===== config.mk =====
export PLATFORM = sky130hd
export DESIGN_NAME = fetch_unit
export DESIGN_NICKNAME = d
export VERILOG_FILES = /design/src/rtl/fetch_pkg.sv /design/src/rtl/fetch_fifo.sv /design/src/rtl/fetch_unit.sv
export SDC_FILE = /design/constraint.sdc
export NUM_CORES = 1
export LEC_CHECK = 0
export ABC_AREA = 1
export CAP_MARGIN = 30
export CORE_ASPECT_RATIO = 0.75
export CORE_MARGIN = 2
export CORE_UTILIZATION = 50
export DETAILED_ROUTE_END_ITERATION = 8
export PLACE_DENSITY = 0.7
export SETUP_SLACK_MARGIN = 0.4
export SLEW_MARGIN = 20
export SYNTH_ARGS = -nofsm -noshare
export SYNTH_HDL_FRONTEND = slang
export SYNTH_HIERARCHICAL = 1
export SYNTH_SLANG_ARGS = --single-unit

===== constraint.sdc =====
create_clock -name clk -period 8 [get_ports clk]
set_input_delay 1.6 -clock clk [delete_from_list [all_inputs] [get_ports clk]]
set_output_delay 1.6 -clock clk [all_outputs]
set_load 0.01 [all_outputs]

===== src/rtl/fetch_pkg.sv =====
// Shared types and defaults for the instruction fetch front end.
package fetch_pkg;
  localparam int XLEN = 32;
  localparam logic [XLEN-1:0] RESET_PC_DEF = '0;

  typedef enum logic {
    FETCH = 1'b0,
    DRAIN = 1'b1
  } state_e;

  typedef struct packed {
    logic [XLEN-1:0] pc;
    logic [XLEN-1:0] instr;
  } fetch_entry_t;
endpackage


===== src/rtl/fetch_fifo.sv =====
// Small synchronous FIFO with registered storage; flush beats push and pop.
module fetch_fifo import fetch_pkg::*; #(
  parameter int DEPTH = 4,
  parameter int W     = 2 * XLEN
) (
  input  logic                       clk,
  input  logic                       reset,
  input  logic                       push,
  input  logic                       pop,
  input  logic                       flush,
  input  logic [W-1:0]               wr_data,
  output logic [W-1:0]               rd_data,
  output logic [$clog2(DEPTH+1)-1:0] count,
  output logic                       full,
  output logic                       empty
);
  localparam int AW = (DEPTH > 1) ? $clog2(DEPTH) : 1;
  localparam int CW = $clog2(DEPTH+1);

  logic [W-1:0]  mem_q [DEPTH];
  logic [W-1:0]  mem_d [DEPTH];
  logic [AW-1:0] rd_ptr_q, rd_ptr_d, wr_ptr_q, wr_ptr_d;
  logic [CW-1:0] count_q, count_d;
  logic          push_en, pop_en;

  // Explicit wrap keeps non-power-of-two depths (the PC queue) correct.
  function automatic logic [AW-1:0] ptr_inc(input logic [AW-1:0] p);
    return (p == AW'(DEPTH-1)) ? '0 : p + AW'(1);
  endfunction

  assign full    = (count_q == CW'(DEPTH));
  assign empty   = (count_q == '0);
  assign count   = count_q;
  assign rd_data = mem_q[rd_ptr_q];
  assign push_en = push && !full && !flush;
  assign pop_en  = pop && !empty && !flush;

  always_comb begin
    mem_d    = mem_q;
    rd_ptr_d = rd_ptr_q;
    wr_ptr_d = wr_ptr_q;
    count_d  = count_q;
    if (flush) begin
      rd_ptr_d = '0;
      wr_ptr_d = '0;
      count_d  = '0;
    end else begin
      if (push_en) begin
        mem_d[wr_ptr_q] = wr_data;
        wr_ptr_d        = ptr_inc(wr_ptr_q);
      end
      if (pop_en) rd_ptr_d = ptr_inc(rd_ptr_q);
      count_d = count_q + CW'(push_en) - CW'(pop_en);
    end
  end

  always_ff @(posedge clk) begin
    if (reset) begin
      mem_q    <= '{default: '0};
      rd_ptr_q <= '0;
      wr_ptr_q <= '0;
      count_q  <= '0;
    end else begin
      mem_q    <= mem_d;
      rd_ptr_q <= rd_ptr_d;
      wr_ptr_q <= wr_ptr_d;
      count_q  <= count_d;
    end
  end
endmodule


===== src/rtl/fetch_unit.sv =====
// Instruction fetch front end: owns the fetch PC, issues credited memory
// requests, buffers responses and squashes wrong-path fetches on redirect.
module fetch_unit import fetch_pkg::*; #(
  parameter int              XLEN_P          = XLEN,
  parameter int              FIFO_DEPTH      = 4,
  parameter int              MAX_OUTSTANDING = 2,
  parameter logic [XLEN-1:0] RESET_PC        = RESET_PC_DEF
) (
  input  logic            clk,
  input  logic            reset,
  output logic            imem_req_valid,
  input  logic            imem_req_ready,
  output logic [XLEN-1:0] imem_req_addr,
  input  logic            imem_rsp_valid,
  input  logic [XLEN-1:0] imem_rsp_data,
  input  logic            redirect_valid,
  input  logic [XLEN-1:0] redirect_pc,
  output logic            dec_valid,
  input  logic            dec_ready,
  output logic [XLEN-1:0] dec_instr,
  output logic [XLEN-1:0] dec_pc
);
  localparam int OW  = $clog2(MAX_OUTSTANDING+1);
  localparam int FCW = $clog2(FIFO_DEPTH+1);
  localparam int SW  = $clog2(FIFO_DEPTH+MAX_OUTSTANDING+1);

  state_e          state_q, state_d;
  logic [XLEN-1:0] fetch_pc_q, fetch_pc_d;
  logic [OW-1:0]   drop_cnt_q, drop_cnt_d;
  logic [OW-1:0]   outstanding;
  logic            pcq_full, pcq_empty;
  logic [XLEN-1:0] rsp_pc;
  logic [FCW-1:0]  fifo_count;
  logic            fifo_full, fifo_empty, fifo_push, fifo_pop;
  fetch_entry_t    fifo_head;
  logic            req_fire;

  // PC queue occupancy is exactly the number of requests still in flight.
  fetch_fifo #(.DEPTH(MAX_OUTSTANDING), .W(XLEN)) u_pcq (
    .clk(clk), .reset(reset),
    .push(req_fire), .pop(imem_rsp_valid && !pcq_empty), .flush(1'b0),
    .wr_data(fetch_pc_q), .rd_data(rsp_pc),
    .count(outstanding), .full(pcq_full), .empty(pcq_empty)
  );

  fetch_fifo #(.DEPTH(FIFO_DEPTH), .W(2*XLEN)) u_fifo (
    .clk(clk), .reset(reset),
    .push(fifo_push), .pop(fifo_pop), .flush(redirect_valid),
    .wr_data({rsp_pc, imem_rsp_data}), .rd_data(fifo_head),
    .count(fifo_count), .full(fifo_full), .empty(fifo_empty)
  );

  // Credit check: never have more in flight than free FIFO slots.
  assign imem_req_valid = !reset && (state_q == FETCH) && !redirect_valid && !pcq_full &&
                          ((SW'(fifo_count) + SW'(outstanding)) < SW'(FIFO_DEPTH));
  assign imem_req_addr  = fetch_pc_q;
  assign req_fire       = imem_req_valid && imem_req_ready;

  assign fifo_push = (state_q == FETCH) && imem_rsp_valid && !fifo_full;
  assign dec_valid = !reset && !fifo_empty && !redirect_valid;
  assign fifo_pop  = dec_valid && dec_ready;
  assign dec_instr = (fifo_empty || reset) ? '0 : fifo_head.instr;
  assign dec_pc    = (fifo_empty || reset) ? '0 : fifo_head.pc;

  always_comb begin
    state_d    = state_q;
    fetch_pc_d = fetch_pc_q;
    drop_cnt_d = drop_cnt_q;
    if (redirect_valid) begin
      fetch_pc_d = redirect_pc;
      drop_cnt_d = ((state_q == DRAIN) ? drop_cnt_q : outstanding) - OW'(imem_rsp_valid);
      state_d    = (drop_cnt_d != '0) ? DRAIN : FETCH;
    end else begin
      if (req_fire) fetch_pc_d = fetch_pc_q + XLEN'(1);
      if (state_q == DRAIN) begin
        drop_cnt_d = drop_cnt_q - OW'(imem_rsp_valid);
        if (drop_cnt_d == '0) state_d = FETCH;
      end
    end
  end

  always_ff @(posedge clk) begin
    if (reset) begin
      state_q    <= FETCH;
      fetch_pc_q <= RESET_PC;
      drop_cnt_q <= '0;
    end else begin
      state_q    <= state_d;
      fetch_pc_q <= fetch_pc_d;
      drop_cnt_q <= drop_cnt_d;
    end
  end
endmodule


==> results.md, run 1 <==
- Number of distinct standard cells referenced by the synthesized netlist: 39
- MaxCap Viol Count: 0
- Y dimension of the die: 184.0 um
- Synthesized instance count: 3621
- Yosys warning count: 6
- DR iter-0 viols: about 1900
- Worst path arrival time: between 3 and 4 ns
- CTS hold repair buffers: 0
- Cell Rows: 65
- Number of global-route vias before repair: around 19000
- Largest stage delay on the critical path: roughly 0.55 ns
- Worst slew slack as a fraction of its limit: 0.1776
- Number of cells in the design after placement: 4144
- Via/cell ratio: around 4.9
- CP Class: in2out
- Clock latency at the later pin of the worst-skew pair: 0.55 ns
- Most common cell in the netlist: inv_1
- Post-detailed-route DRC marker count: 0
- Die extent in x: 244.0 um
- Setup Total Neg Slack: 0 ns
- Final total power: approximately 4.3 mW
- Routed wire per std cell: ~14 um
- Post-detailed-routing wire length: 59790 um
- Data required time of the worst path: approximately 6.4 ns
- Synth top area share: 0.3393
- Cell area after synthesis: between 20000 and 25000 um^2
- Max FO, Critical Path: 46
- Unrepaired setup endpoints after global routing: no
- Nets@finish: roughly 3700
- Clock tree buffer depth: 3
- Worst path most repeated cell: clkdlybuf4s50_1
- Portion of the clock cycle consumed by the worst path in the final layout: 0.6742
- Count of final setup violators: 0
- Standard cell with the maximum stage delay on the critical path: buf_4
- Leakage power summed over all cells: around 11 nW
- Share of layout cells above drive strength 1: 0.04225
- Crit path max-delay family: buffers and inverters
- Number of buffers and inverters on the critical path: 3
- Core footprint: between 40000 and 50000 um^2
- Run status: finished clean
- Global-route wire length before repair: about 99000 um
- Count of placed standard cells in the final layout, fillers left out: between 4000 and 5000
- Vias: 20790
- Cell type with the largest total area after synthesis: dfxtp_1
- Final ANT Viol Nets: 0
- Routability congestion estimate: 0.8739
- Postcts setup bufs: 0
- TritonCTS Sinks: approximately 370
- Most used flip-flop cell after synthesis: dfxtp_1
- Starting Density: 0.5097
- Dpl cell area: roughly 23000 um^2
- Slew @ Worst Pin: approximately 1.2 ns
- Max-slew violations: 0
- Clock root buffer: clkbuf_16
- Critical path, cell by cell: clkdlybuf4s50_1 > or2_2 > buf_4 > nor2_1 > clkdlybuf4s50_1
- CTS clk-pin slew, worst paths: approximately 0.050 ns
- Total half-perimeter wirelength after legalization and detailed placement: ~33000 um
- Worst Setup End Kind: output pin
- Area Growth Syn to Fin: 12.88%
- Path category of the worst min-delay check: reg2reg
- Layout Cell Area excl Fill: 24380 um^2
- Post-synthesis sequential area ratio: 0.3393
- Share of the core filled with cells: 0.5753
- Skew final: around 0.026 ns
- Worst voltage drop across the vdd grid: about 0.00012 V
- Type of element launching the critical path: input port
- Pin count of the biggest net entering global routing: ~230
- Top cells by area, synth: dfxtp_1 (34%), inv_1 (14%), nand2_1 (14%), nor2_1 (11%), nand4_1 (9.4%)
- Cts bufs inserted: 40
- Final hold viol count: 0
- Total iterations of the first detailed-routing run: 5
- Post-synthesis area per instance: between 5 and 6 um^2
- Clock tree from TritonCTS: built
- Most frequent cells after synthesis: inv_1 (834), nand2_1 (794), nor2_1 (643), dfxtp_1 (366), nand4_1 (323)
- Initial antenna violation count: 0
- Min Tclk post-route: about 5.4 ns
- Number of enable-type register cells in the synthesized netlist: 0
- Antenna diode count: 0
- Post_cts resized: 0
- IO Pins: 168
- Areal power density over the cells: 175.6 nW/um^2
- Die Area: 44890 um^2
- Buffers on Ports: 167
- Post-synthesis async set-or-reset flop share: 0
- Total number of H-tree levels: 2
- Highest clock frequency the design can meet: 185.4 MHz
- #FFs+latches synth: around 370
- GR Overflow Total: 0
- Global-route usage over all layers: 0.2639
-- tightest hold or removal path, delay by kind of cell (launching register included) --
kind / cells / cell delay, ns
simple gates: 1 / 0.07
compound gates: 1 / 0.07
flops: 1 / 0.31
-- metrics by stage --
stage	hold slack (ns)	worst slack [ns]
after global routing	0.5246	2.430
after CTS	0.5043	2.576
final	0.4994	2.606
after detailed placement	0.4926	2.576
after global placement	0.4829	2.622
after floorplan	0.4645	3.942
-- path summary, 6_finish.rpt --
path                                       from              end  slack, ns  cells past startpoint
worst min-delay path              drop_cnt_q[0]    drop_cnt_q[0]       0.50                      2
worst min register to register    drop_cnt_q[0]    drop_cnt_q[0]       0.50                      2
worst max-delay path                      reset    dec_instr[11]       2.61                      5
worst max register to register  u_fifo/count[0]  u_fifo/count[2]       4.46                     13
-- cell type report --
type / count / area [um^2]
Fill cell: 4330 / 17990
Multi-Input combinational cell: 2148 / 9793
Sequential cell: 366 / 7333
Inverter: 869 / 3271
Timing Repair Buffer: 192 / 1949
Clock buffer: 62 / 1225
Tap cell: 569 / 711.9
Clock inverter: 8 / 93.84
-- registers in the layout, summed over array words and instances, names as in the netlist --
| register | count |
|---|---|
| u_fifo/mem_q | 256 |
| u_pcq/mem_q | 64 |
| imem_req_addr | 32 |
| u_fifo/count | 3 |
| drop_cnt_q | 2 |
| u_fifo/rd_ptr_q | 2 |
| u_fifo/wr_ptr_q | 2 |
| u_pcq/count | 2 |
| state_q | 1 |
| u_pcq/rd_ptr_q | 1 |
| u_pcq/wr_ptr_q | 1 |
-- placed cells by master (no fill, tap or decap), drive strengths merged --
master,count
clkdlybuf4s50,167
nand3b,2
ha,13
xor2,9
fa,1
nor2,648
mux2i,2
nand4,324
conb,3
or2,4
o21ai,196
inv,868
xnor2,8
dfxtp,366
nand2,799
nor3b,4
o22ai,64
bufinv,2
o21bai,1
a31oi,2
a21oi,24
buf,25
nor3,5
nand3,37
clkbuf,62
and2,1
clkinv,7
o21a,1
-- logic make-up after synthesis --
group / share of synthesized area
simple gates: 0.3628
buf+inv: 0.2107
other cells: 0.0001736
mux: 0.0009270
fa+ha+maj: 0.008459
flops: 0.3393
compound gates: 0.07080
xor+xnor: 0.006895
-- routing by layer --
| layer | vias to the layer above | routed length, um | global-route usage |
|---|---|---|---|
| met5 | - | 0 | 0 |
| met4 | 0 | 1040 | 0.06488 |
| met3 | 77 | 3601 | 0.02948 |
| met2 | 605 | 26830 | 0.4313 |
| met1 | 9217 | 28310 | 0.3720 |
| li1 | 10890 | - | - |
-- where the power goes --
part           total, mW  switching, mW  leakage, nW  internal [mW]
clock network       1.88          0.769        0.654           1.11
logic              0.474          0.295         7.61          0.179
registers           1.92         0.0470         2.97           1.88
No activity file was read; power rests on OpenSTA's default activity.
==> inputs of run 2 (changes only) <==
==> constraint.sdc (replaced) <==
create_clock -name clk -period 5 [get_ports clk]
set_input_delay 1 -clock clk [delete_from_list [all_inputs] [get_ports clk]]
set_output_delay 1 -clock clk [all_outputs]
set_load 0.01 [all_outputs]
==> run 2 against run 1 <==
Compared with the run above:
- via count down 0.27%
- sequential share of layout area is essentially flat
- register-to-register slack lost 3.1 ns
- critical path depth rose by 2
- count of clock-buffer cells in the layout is 2 lower
- wire length shrank 1.0%
- critical endpoint unchanged
- largest power group unchanged
==> results.md, run 2 (synthesis gave the netlist of run 1 again) <==
- Worst slew slack as a fraction of its limit: 0.04212
- Count of final setup violators: 0
- TritonCTS Sinks: between 300 and 400
- Type of element launching the critical path: flop
- Core footprint: 42370 um^2
- Highest clock frequency the design can meet: roughly 240 MHz
- Critical path, cell by cell: nor2_1 > nand2_1 > inv_1 > or2_2 > buf_4 > nor2_1 > clkdlybuf4s50_1
- Clock tree from TritonCTS: built
- Clock root buffer: clkbuf_16
- Postcts setup bufs: 0
- MaxCap Viol Count: 0
- Starting Density: 0.5097
- Vias: between 20000 and 25000
- Leakage power summed over all cells: 11.25 nW
- Worst Setup End Kind: output pin
- Clock latency at the later pin of the worst-skew pair: between 0.5 and 0.6 ns
- Total iterations of the first detailed-routing run: 5
- Largest stage delay on the critical path: around 0.55 ns
- Post_cts resized: 0
- Largest register FFs: between 200 and 300
- Largest Register: u_fifo/mem_q
- Min Tclk post-route: ~4.2 ns
- Worst path most repeated cell: nor2_1
- Max FO, Critical Path: 45
- Run status: finished clean
- Standard cell with the maximum stage delay on the critical path: buf_4
- Routed wire per std cell: about 14 um
- GR Overflow Total: 0
- Slew @ Worst Pin: between 1 and 1.5 ns
- Max-slew violations: 0
- Total half-perimeter wirelength after legalization and detailed placement: 33410 um
- Data required time of the worst path: 4.00 ns
- Count of placed standard cells in the final layout, fillers left out: between 4000 and 5000
- Share of layout cells above drive strength 1: 0.04274
- Die extent in x: around 240 um
- Die Area: 44890 um^2
- Number of cells in the design after placement: 4151
- Y dimension of the die: 184.0 um
- CTS clk-pin slew, worst paths: approximately 0.060 ns
- Routability congestion estimate: 0.8646
- Post-detailed-route DRC marker count: 0
- Via/cell ratio: around 5
- Final ANT Viol Nets: 0
- Worst voltage drop across the vdd grid: roughly 0.00023 V
- Cts bufs inserted: 39
- Worst path arrival time: 3.21 ns
- Areal power density over the cells: about 280 nW/um^2
- Worst Min Path Start: u_fifo/mem_q[160]
- Portion of the clock cycle consumed by the worst path in the final layout: 0.8416
- Final critical-path setup slack: approximately 0.79 ns
- Antenna diode count: 0
- Worst setup path startpoint: u_fifo/count[1]
- IO Pins: around 170
- Initial antenna violation count: 0
- Minimum setup slack among reg-to-reg paths: roughly 1.4 ns
- Post-detailed-routing wire length: between 50000 and 60000 um
- Highest-count cells in the layout ignoring fill and taps: inv_1 (831), nand2_1 (794), nor2_1 (642), dfxtp_1 (363), nand4_1 (323)
- Area Growth Syn to Fin: 13.06%
- Total number of H-tree levels: 2
- Nets@finish: 3708
- Final hold viol count: 0
- Unrepaired setup endpoints after global routing: no
- Number of global-route vias before repair: 18940
- CP Class: reg2out
- Setup Slack @ Placement: 0.7871 ns
- Cell Rows: 65
- Path category of the worst min-delay check: reg2reg
- Buffers on Ports: approximately 170
- Clock tree buffer depth: 3
- CTS hold repair buffers: 0
- Global-route usage over all layers: 0.2619
- Skew final: 0.01112 ns
- Most common library cell in the layout ignoring fill and taps: inv_1
- Global-route wire length before repair: 97350 um
- Setup Total Neg Slack: 0 ns
- DR iter-0 viols: roughly 1900
- Launch point of the worst reg-to-reg path: u_fifo/count[1]
- Pin count of the biggest net entering global routing: between 200 and 250
-- run 2: worst paths after layout --
path | endpoint | depth (start not counted)
max | dec_instr[11] | 7
min | u_fifo/mem_q[160] | 4
max reg2reg | u_fifo/count[2] | 14
min reg2reg | u_fifo/mem_q[160] | 4
-- run 2: layout make-up --
class / count / area (um^2)
inverter: 869 / 3271
tap: 569 / 711.9
clock buffer: 60 / 1167
timing repair buffer: 200 / 2052
fill: 4191 / 17960
clock inverter: 7 / 87.58
sequential: 366 / 7333
multi-input combinational: 2148 / 9793
-- run 2: per-stage QoR --
step	power [mW]	util	hold WS [ns]	instance area, um^2
after floorplan	3.635	-	0.4645	21600
after global placement	3.887	0.5441	0.4954	23050
after detailed placement	3.885	0.5461	0.4942	23140
after CTS	6.768	0.5758	0.5055	24400
after global routing	7.016	0.5762	0.5249	24420
final	6.732	0.5762	0.5050	24420
-- run 2: routing by layer --
layer | global-route usage | share of wire
met3 | 0.03853 | 0.068
met2 | 0.4216 | 0.44
met5 | 0 | 0
met4 | 0.06000 | 0.017
met1 | 0.3700 | 0.47
-- run 2: power by group --
group | total [mW] | switching, mW | leakage, nW | internal (mW)
clock | 2.90 | 1.19 | 0.614 | 1.71
combinational | 0.759 | 0.471 | 7.66 | 0.289
sequential | 3.07 | 0.0728 | 2.97 | 3.00
-- run 2: worst max-delay path, delay by kind of cell (launching register included) --
family	cells	cell delay (ns)
DFF	1	0.34
and+or+nand+nor	4	1.13
buffers and inverters	3	1.16
==> inputs of run 3 (changes only) <==
--- a/config.mk
+++ b/config.mk
@@ -11,7 +11,7 @@
 export CORE_MARGIN = 2
 export CORE_UTILIZATION = 50
 export DETAILED_ROUTE_END_ITERATION = 8
-export PLACE_DENSITY = 0.7
+export PLACE_DENSITY = 0.73
 export SETUP_SLACK_MARGIN = 0.4
 export SLEW_MARGIN = 20
 export SYNTH_ARGS = -nofsm -noshare
==> constraint.sdc (replaced) <==
create_clock -name clk -period 3.5 [get_ports clk]
set_input_delay 0.7 -clock clk [delete_from_list [all_inputs] [get_ports clk]]
set_output_delay 0.7 -clock clk [all_outputs]
set_load 0.01 [all_outputs]
==> run 3 against run 2 <==
Compared with the run above:
- non-clock buffer count is 44 higher
- worst hold slack got worse by 0.017 ns
- worst setup slack got worse by 0.49 ns
- global-route usage increased by 1.0 points
- via count increased by 2.7%
- combinational power up 46%
- total power is 43% higher
- cell area rose by 3.0%
- clock power is 41% higher
- die area unchanged
- sequential share of layout area is 0.84 points lower
==> results.md, run 3 (synthesis gave the netlist of run 1 again) <==
- Run status: finished clean
- Clock root buffer: clkbuf_16
- Largest register FFs: around 260
- Most common library cell in the layout ignoring fill and taps: inv_1
- Highest clock frequency the design can meet: 312.8 MHz
- Total iterations of the first detailed-routing run: 6
- Die extent in x: around 240 um
- Core footprint: 42370 um^2
- Worst Setup End Kind: output pin
- Largest stage delay on the critical path: roughly 0.57 ns
- Clock tree from TritonCTS: built
- DR iter-0 viols: 2083
- Skew final: about 0.011 ns
- Vias: 21290
- Leakage power summed over all cells: approximately 12 nW
- Cts bufs inserted: 38
- Buffers on Ports: ~170
- Max-slew violations: 0
- Worst Min Path Start: drop_cnt_q[0]
- Starting Density: 0.5097
- Type of element launching the critical path: flop
- End point of the critical path: dec_pc[20]
- CTS clk-pin slew, worst paths: around 0.060 ns
- Launch point of the worst reg-to-reg path: u_fifo/count[2]
- Length of routed met2 wiring: roughly 27000 um
- Share of total power in the clock network: 0.427
- Routed wire per std cell: between 10 and 15 um
- Data required time of the worst path: 2.80 ns
- Global-route usage over all layers: 0.2723
- Standard cell with the maximum stage delay on the critical path: clkdlybuf4s50_1
- Min Tclk post-route: ~3.2 ns
- Minimum setup slack among reg-to-reg paths: roughly 0.87 ns
- Share of the core filled with cells: 0.5935
- Net load switching power: around 2.5 mW
- Cell Rows: between 60 and 70
- Highest-count cells in the layout ignoring fill and taps: inv_1 (831), nand2_1 (793), nor2_1 (638), dfxtp_1 (360), nand4_1 (323)
- Sum of met3 wire segment lengths after detailed routing: ~5000 um
- Total half-perimeter wirelength after legalization and detailed placement: 34770 um
- Post-route worst hold slack: around 0.49 ns
- Setup Total Neg Slack: 0 ns
- CP Class: reg2out
- Area Growth Syn to Fin: 16.44%
- CTS hold repair buffers: 0
- IO Pins: ~170
- Int Pwr: approximately 7 mW
- Max FO, Critical Path: 9
- Antenna diode count: 0
- Count of placed standard cells in the final layout, fillers left out: around 4300
- Worst path arrival time: ~2.5 ns
- Worst voltage drop across the vdd grid: roughly 0.00031 V
- Initial antenna violation count: 0
- Nets@finish: between 3000 and 4000
- Clock tree buffer depth: 3
- Logic pwr share: 0.116
- Via/cell ratio: 4.992
- Portion of the clock cycle consumed by the worst path in the final layout: 0.9135
- Y dimension of the die: 184.0 um
- Clock latency at the later pin of the worst-skew pair: 0.54 ns
- Largest Register: u_fifo/mem_q
- Final ANT Viol Nets: 0
- Worst setup path startpoint: u_fifo/rd_ptr_q[0]
- Routed length on met1: 28290 um
- Post-detailed-routing wire length: approximately 62000 um
- Areal power density over the cells: between 300 and 400 nW/um^2
- Switching part of the total: 0.2602
- Global-route wire length before repair: just over 100000 um
- Dpl cell area: 23360 um^2
- Cell count along the critical path: 6
- MaxCap Viol Count: 0
- Path category of the worst min-delay check: reg2reg
- Unrepaired setup endpoints after global routing: yes
- Routability congestion estimate: ~0.86
- Crit path max-delay family: buffers and inverters
- Post-detailed-route DRC marker count: 0
- Pin count of the biggest net entering global routing: ~110
- Flop pwr share: 0.457
- Number of cells in the design after placement: approximately 4200
- GR Overflow Total: 0
- Number of buffers and inverters on the critical path: 3
- Total number of H-tree levels: 2
- Number of global-route vias before repair: about 20000
- Die Area: about 45000 um^2
- Number of cells traversed by the worst register-to-register path: 13
- Critical path, cell by cell: clkbuf_4 > o21ai_0 > o22ai_1 > inv_1 > nor2_2 > clkdlybuf4s50_1
- Count of final setup violators: 0
- Layout Cell Area excl Fill: 25150 um^2
- Final hold viol count: 0
- Crit Reg-Reg Endpoint: u_fifo/count[1]
- Slew @ Worst Pin: about 0.95 ns
- Highest metal layer with signal wires: met4
- TritonCTS Sinks: ~370
- Share of layout cells above drive strength 1: 0.05871
- Worst slew slack as a fraction of its limit: 0.3636
run 3: cell count changes in the layout (fill, tap and decap cells not counted), sizes merged:
| cell | before | now |
|---|---|---|
| bufbuf | 0 | 2 |
| dlymetal6s2s | 0 | 11 |
| buf | 33 | 72 |
| clkinvlp | 1 | 0 |
| clkinv | 5 | 6 |
| clkbuf | 60 | 67 |
| clkdlybuf4s50 | 167 | 152 |
| bufinv | 2 | 1 |
| dlygate4sd2 | 0 | 4 |
| inv | 868 | 867 |
run 3: worst reg2reg max path, cell delays in order (launching register included):
cell	delay (ns)
dfxtp_4	0.39
inv_1	0.08
nand2_2	0.11
inv_1	0.05
or2_4	0.32
nor3b_1	0.35
nand3_1	0.17
inv_1	0.09
ha_1	0.22
inv_1	0.06
ha_1	0.16
fa_1	0.42
inv_1	0.07
nor2_1	0.04
run 3: stage by stage:
step                      worst slack, ns  power, mW
after global routing               0.2646      9.985
after CTS                          0.3282      9.644
after floorplan                    0.6643      5.194
after global placement             0.3358      5.559
final                              0.3028      9.603
after detailed placement           0.2809      5.564
run 3: power by group through the flow:
stage          registers [mW]  clock network, mW  logic [mW]
2_1_floorplan            4.46                  0       0.729
3_3_place_gp             4.48                  0        1.08
3_5_place_dp             4.48                  0        1.08
4_1_cts                  4.39               4.16        1.10
5_1_grt                  4.40               4.33        1.25
6_report                 4.39               4.10        1.11
run 3: what timing repair did:
item	CTS	global route
gates resized for setup	31	23
pin swaps	0	3
gates cloned	4	2
buffers inserted	8	7
endpoints found under the setup margin	66	60
run 3: routing by layer:
metal	vias up	global-route usage
li1	11010	-
met1	9407	0.3772
met2	794	0.4415
met3	86	0.04102
met4	0	0.07415
met5	-	0
run 3: worst min-delay path by stage:
stage                  endpoint  slack [ns]  cells past startpoint
2_1_floorplan     drop_cnt_q[0]        0.46                      2
3_3_place_gp      drop_cnt_q[0]        0.48                      2
3_5_place_dp      drop_cnt_q[0]        0.48                      2
4_1_cts           drop_cnt_q[0]        0.49                      2
5_1_grt        u_fifo/mem_q[83]        0.53                      4
6_report          drop_cnt_q[0]        0.49                      2
run 3: layout make-up:
type / instances / area (um^2)
Tap cell: 569 / 711.9
Multi-Input combinational cell: 2148 / 9876
Inverter: 869 / 3283
Clock buffer: 64 / 1192
Timing Repair Buffer: 244 / 2691
Fill cell: 4040 / 17230
Sequential cell: 366 / 7342
Clock inverter: 5 / 50.05
